$ cat config.mk
export PLATFORM = sky130hd
export DESIGN_NAME = touch_scan_ctrl
export DESIGN_NICKNAME = d
export VERILOG_FILES = /design/src/rtl/touch_scan_ctrl_pkg.sv /design/src/rtl/touch_scan_ctrl_key_debounce.sv /design/src/rtl/touch_scan_ctrl.sv
export SDC_FILE = /design/constraint.sdc
export NUM_CORES = 1
export LEC_CHECK = 0
export ABC_CLOCK_PERIOD_IN_PS = 2200
export CORE_UTILIZATION = 50
export DETAILED_ROUTE_END_ITERATION = 10
export DONT_BUFFER_PORTS = 1
export GPL_TIMING_DRIVEN = 1
export SYNTH_ARGS = -nofsm -noshare
export SYNTH_HDL_FRONTEND = slang
export SYNTH_HIERARCHICAL = 1
export SYNTH_SLANG_ARGS = --single-unit
$ cat constraint.sdc
create_clock -name CLK -period 2.2 [get_ports CLK]
set_clock_uncertainty 0.15 [all_clocks]
set_input_delay 0.44 -clock CLK [delete_from_list [all_inputs] [get_ports CLK]]
set_output_delay 0.44 -clock CLK [all_outputs]
set_load 0.02 [all_outputs]
$ cat src/rtl/touch_scan_ctrl_pkg.sv
// Shared scan FSM encoding and width helpers for the touch-key scanner.
package touch_pkg;

    typedef enum logic [1:0] {
        ST_IDLE    = 2'd0,
        ST_SETTLE  = 2'd1,
        ST_SAMPLE  = 2'd2,
        ST_ADVANCE = 2'd3
    } scan_state_t;

    function automatic int idx_width(input int num_keys);
        return (num_keys > 2) ? $clog2(num_keys) : 1;
    endfunction

    function automatic int tick_width(input int tick_div);
        return $clog2(tick_div);
    endfunction

    function automatic int dbc_width(input int debounce);
        return $clog2(debounce + 1);
    endfunction

endpackage

$ cat src/rtl/touch_scan_ctrl_key_debounce.sv
// Per-key debouncer: flips state after DEBOUNCE consecutive differing samples.
// TOUCH_RELEASE_EVT_EN adds the fall pulse output.
module key_debounce
    import touch_pkg::*;
#(
    parameter int DEBOUNCE = 4
) (
    input  logic CLK,
    input  logic RST_n,
    input  logic strobe,
    input  logic sample,
    output logic state,
`ifdef TOUCH_RELEASE_EVT_EN
    output logic fall,
`endif
    output logic rise
);

    localparam int CW = dbc_width(DEBOUNCE);

    logic [CW-1:0] cnt;

    always_ff @(posedge CLK or negedge RST_n) begin
        if (!RST_n) begin
            cnt   <= '0;
            state <= 1'b0;
            rise  <= 1'b0;
`ifdef TOUCH_RELEASE_EVT_EN
            fall  <= 1'b0;
`endif
        end else begin
            rise <= 1'b0;
`ifdef TOUCH_RELEASE_EVT_EN
            fall <= 1'b0;
`endif
            if (strobe) begin
                if (sample == state) begin
                    cnt <= '0;
                end else if (cnt == CW'(DEBOUNCE - 1)) begin
                    // last differing sample: flip and restart the count
                    cnt   <= '0;
                    state <= sample;
                    rise  <= sample;
`ifdef TOUCH_RELEASE_EVT_EN
                    fall  <= ~sample;
`endif
                end else begin
                    cnt <= cnt + CW'(1);
                end
            end
        end
    end

endmodule

$ cat src/rtl/touch_scan_ctrl.sv
// Time-multiplexed touch-key scanner with per-key debounce.
// TOUCH_RELEASE_EVT_EN adds the RELEASE_EVENT output.
//
// state      | meaning
// ST_IDLE    | not scanning, SEL=0
// ST_SETTLE  | pad selected, timebase counting settle time
// ST_SAMPLE  | capture SENSE into the selected key's debouncer
// ST_ADVANCE | step to next pad, SCAN_DONE after the last one
module touch_scan_ctrl
    import touch_pkg::*;
#(
    parameter int NUM_KEYS = 4,
    parameter int TICK_DIV = 50000,
    parameter int DEBOUNCE = 4
) (
    input  logic                CLK,
    input  logic                RST_n,
    input  logic                ENABLE,
    input  logic                SENSE,
    output logic [NUM_KEYS-1:0] SEL,
    output logic [NUM_KEYS-1:0] KEY_STATE,
    output logic [NUM_KEYS-1:0] KEY_EVENT,
`ifdef TOUCH_RELEASE_EVT_EN
    output logic [NUM_KEYS-1:0] RELEASE_EVENT,
`endif
    output logic                SCAN_DONE,
    output logic                BUSY
);

    localparam int IW = idx_width(NUM_KEYS);
    localparam int TW = tick_width(TICK_DIV);

    scan_state_t   state, state_nx;
    logic [IW-1:0] idx, idx_nx;
    logic [TW-1:0] tbase, tbase_nx;
    logic          last_key;
    logic          strobe;

    always_ff @(posedge CLK or negedge RST_n) begin
        if (!RST_n) begin
            state <= ST_IDLE;
            idx   <= '0;
            tbase <= '0;
        end else begin
            state <= state_nx;
            idx   <= idx_nx;
            tbase <= tbase_nx;
        end
    end

    always_comb begin
        state_nx  = state;
        idx_nx    = idx;
        tbase_nx  = tbase;
        last_key  = (idx == IW'(NUM_KEYS - 1));
        BUSY      = (state != ST_IDLE);
        SEL       = BUSY ? (NUM_KEYS'(1) << idx) : '0;
        // an aborted slot must neither sample nor report completion
        strobe    = ENABLE && (state == ST_SAMPLE);
        SCAN_DONE = ENABLE && (state == ST_ADVANCE) && last_key;

        if (!ENABLE) begin
            state_nx = ST_IDLE;
            idx_nx   = '0;
            tbase_nx = '0;
        end else begin
            case (state)
                ST_IDLE: begin
                    state_nx = ST_SETTLE;
                    idx_nx   = '0;
                    tbase_nx = '0;
                end
                ST_SETTLE: begin
                    if (tbase == TW'(TICK_DIV - 1)) begin
                        tbase_nx = '0;
                        state_nx = ST_SAMPLE;
                    end else begin
                        tbase_nx = tbase + TW'(1);
                    end
                end
                ST_SAMPLE: state_nx = ST_ADVANCE;
                ST_ADVANCE: begin
                    state_nx = ST_SETTLE;
                    idx_nx   = last_key ? '0 : idx + IW'(1);
                end
                default: state_nx = ST_IDLE;
            endcase
        end
    end

    for (genvar k = 0; k < NUM_KEYS; k++) begin : g_key
        key_debounce #(
            .DEBOUNCE(DEBOUNCE)
        ) u_dbc (
            .CLK    (CLK),
            .RST_n  (RST_n),
            .strobe (strobe && (idx == IW'(k))),
            .sample (SENSE),
            .state  (KEY_STATE[k]),
`ifdef TOUCH_RELEASE_EVT_EN
            .fall   (RELEASE_EVENT[k]),
`endif
            .rise   (KEY_EVENT[k])
        );
    end

endmodule
==> impl_metrics.py <==
metrics = {
    "status": {
        "status": "finished clean",
    },
    "global_routing": {
        "grt_remaining_overflow": 0,
        "grt_max_degree": 41,
        "grt_pass1_vias": 1623,
        "antenna_found_initial": 0,
        "grt_usage": 0.193,
        "grt_pass1_wl_microns": 7490,
    },
    "timing": {
        "slew_headroom": 0.695,
        "drv_slew": 0,
        "hold_viol_final": 0,
        "fin_crit_ps": 2100,
        "tns_ps": 0,
        "setup_violations": 0,
        "min_period_over_period": 0.953,
        "holdWs_ps": 118,
        "tightest_slew_ps": 452,
        "rsz0062_at_grt": "false",
        "clock.fmax_ghz": 0.477,
    },
    "critical_path": {
        "cp.required_ps": 1610,
        "worstSetupPathType": "flop to output port",
        "path_max_fanout": 10,
        "cp.arrival_ps": 1510,
        "slowest_delay_ps": 410,
        "crit_slowest_cell": "dfrtp_1",
        "cp-start-kind": "flop",
        "worstPathCellList": "inv_1 -> ha_1 -> buf_4 -> nor2b_1",
        "cp-end-kind": "output port",
    },
    "power_and_ir_drop": {
        "p_leak_nw": 1.21,
        "ir_drop_uv": 348,
        "powerDensity_nw_per_um2": 646,
    },
    "final_layout": {
        "area_delta_synth_final_pct": 8.58,
        "layout-drive-gt1-share": 0.155,
        "finalInstanceArea_sq_um": 2500,
        "nets": 242,
        "diodes": 0,
        "post-route-util": 0.571,
        "num-fill-cells": 393,
        "layout_common_cells": "dfrtp_1 (40), inv_1 (16), ha_1 (13)",
        "final_cell_count_no_fill": 278,
        "final_common_cell": "dfrtp_1",
    },
    "drt": {
        "totalWireLength_microns": 4160,
        "drc_errors": 0,
        "ant_nets": 0,
        "wl_per_cell_microns": 15.0,
        "num_vias": 1641,
        "viasPerCell": 5.90,
        "first_iter_violations": 62,
        "firstDrtPassIters": 4,
    },
    "placement": {
        "placed_area_sq_um": 2350,
        "dp_cells": 268,
        "gp_congestion": 0.835,
        "dp_hpwl_microns": 3010,
        "io_buffers": 0,
    },
    "floorplan": {
        "start_util": 0.526,
        "die_x_microns": 69.9,
        "coreArea_sq_um": 4380,
        "dieArea_sq_um": 4880,
        "ioPinCount": 18,
        "dieHeight_microns": 69.9,
        "num_rows": 24,
    },
    "clock_network": {
        "clock_latency_ps": 290,
        "clkSinkCount": 40,
        "clk_pin_slew_ps": 80,
        "cts_tree": "yes",
        "clk_path_buf_depth": 2,
        "cts_made_buffers": 5,
        "cts_max_level": 2,
        "cts-root-buf": "clkbuf_8",
    },
    "synth": {
        "avgSynthCellArea_sq_um": 10.4,
        "synth.area.top_cells": "dfrtp_1 (43%), ha_1 (7.1%), a31oi_1 (2.7%)",
        "synth_flop_cell": "dfrtp_1",
        "synth_seq_area_share": 0.434,
        "synth_area_leader_cell": "dfrtp_1",
        "yosys_warnings": 6,
        "synth_nets": 238,
        "synth_edf_count": 0,
        "synthArstFlopShare": 1.00,
        "netlist_instances": 221,
        "yosysUniqueCellTypes": 50,
        "netlist_area_sq_um": 2300,
        "ys_ff_latch": 40,
        "netlist.area_leader.share": 0.434,
    },
    "job": {
        "cap_violations": 0,
    },
    "worst_hold_path": {
        "hold_path_class": "primary input to flop",
    },
}
final timing paths:
path,start,to,slack (ps),depth (start not counted)
worst max-delay path,state[0],SEL[1],100,4
worst min-delay path,ENABLE,state[1],120,1
worst max register to register,state[0],tbase[15],210,6
worst min register to register,tbase[10],tbase[10],370,1
max in group asynchronous,RST_n,g_key[1].u_dbc/cnt[2],1250,2
min in group asynchronous,RST_n,g_key[0].u_dbc/state,450,2
critical path, delay by kind of cell (launching register included):
kind          cells  cell delay (ps)
buf+inv           2              260
simple gates      1              340
flops             1              410
fa+ha+maj         1              210
per-layer routing:
metal	vias to the layer above	GRT usage	routed length (microns)
met5	-	0	0
met4	0	0.0600	27
met3	2	0.0505	132
met2	25	0.322	2000
met1	806	0.247	2000
li1	808	-	-
cell families after synthesis:
group	count (synthesis)	synth area share
simple gates	87	0.255
compound gates	45	0.136
flops	40	0.434
buf+inv	25	0.0489
fa+ha+maj	13	0.0706
mux	7	0.0396
xor+xnor	4	0.0152
registers in the layout (all words and copies together) (netlist names):
register           cells
idx                    2
g_key.u_dbc/rise       4
state                  2
tbase                 16
g_key.u_dbc/cnt       12
g_key.u_dbc/state      4
final cells by class:
type / instances / area, sq um / share of cell area
timing repair buffer: 6 / 60.1 / 0.0240
sequential: 40 / 1000 / 0.400
clock buffer: 5 / 68.8 / 0.0275
multi-input combinational: 156 / 1200 / 0.482
tap: 52 / 65.1 / 0.0260
inverter: 16 / 60.1 / 0.0240
clock inverter: 3 / 42.5 / 0.0170
synthesized netlist by cell type (4+ instances only):
master	count
dfrtp_1	40
inv_1	16
ha_1	13
a31oi_1	10
nand2_1	10
nand3_1	10
a21oi_1	9
nand2b_1	8
o22ai_1	8
and3_1	7
nor2b_1	7
nor3b_1	6
and2b_1	4
mux2_4	4
nand3b_2	4
nor2_1	4
o31ai_2	4
or2b_1	4
xnor2_1	4
timing repair:
item / CTS / global route
gates resized for setup: 0 / 3
setup buffers: 0 / 0
setup endpoints to repair: 0 / 3
hold buffers: 2 / 0
hold endpoints to repair: 40 / 0
power breakdown:
part           switching, mW  internal (mW)  total (mW)
registers             0.0327          0.771       0.804
clock network          0.253          0.336       0.588
logic                  0.128         0.0961       0.224
total                  0.413           1.20        1.62
stage by stage:
stage               power, mW  worst slack (ps)
floorplan               0.973               303
global placement         1.00               226
global route             1.71              9.24
detailed placement       1.02               161
CTS                      1.64              62.1
finish                   1.62               104
(Power assumes the default switching activity.)
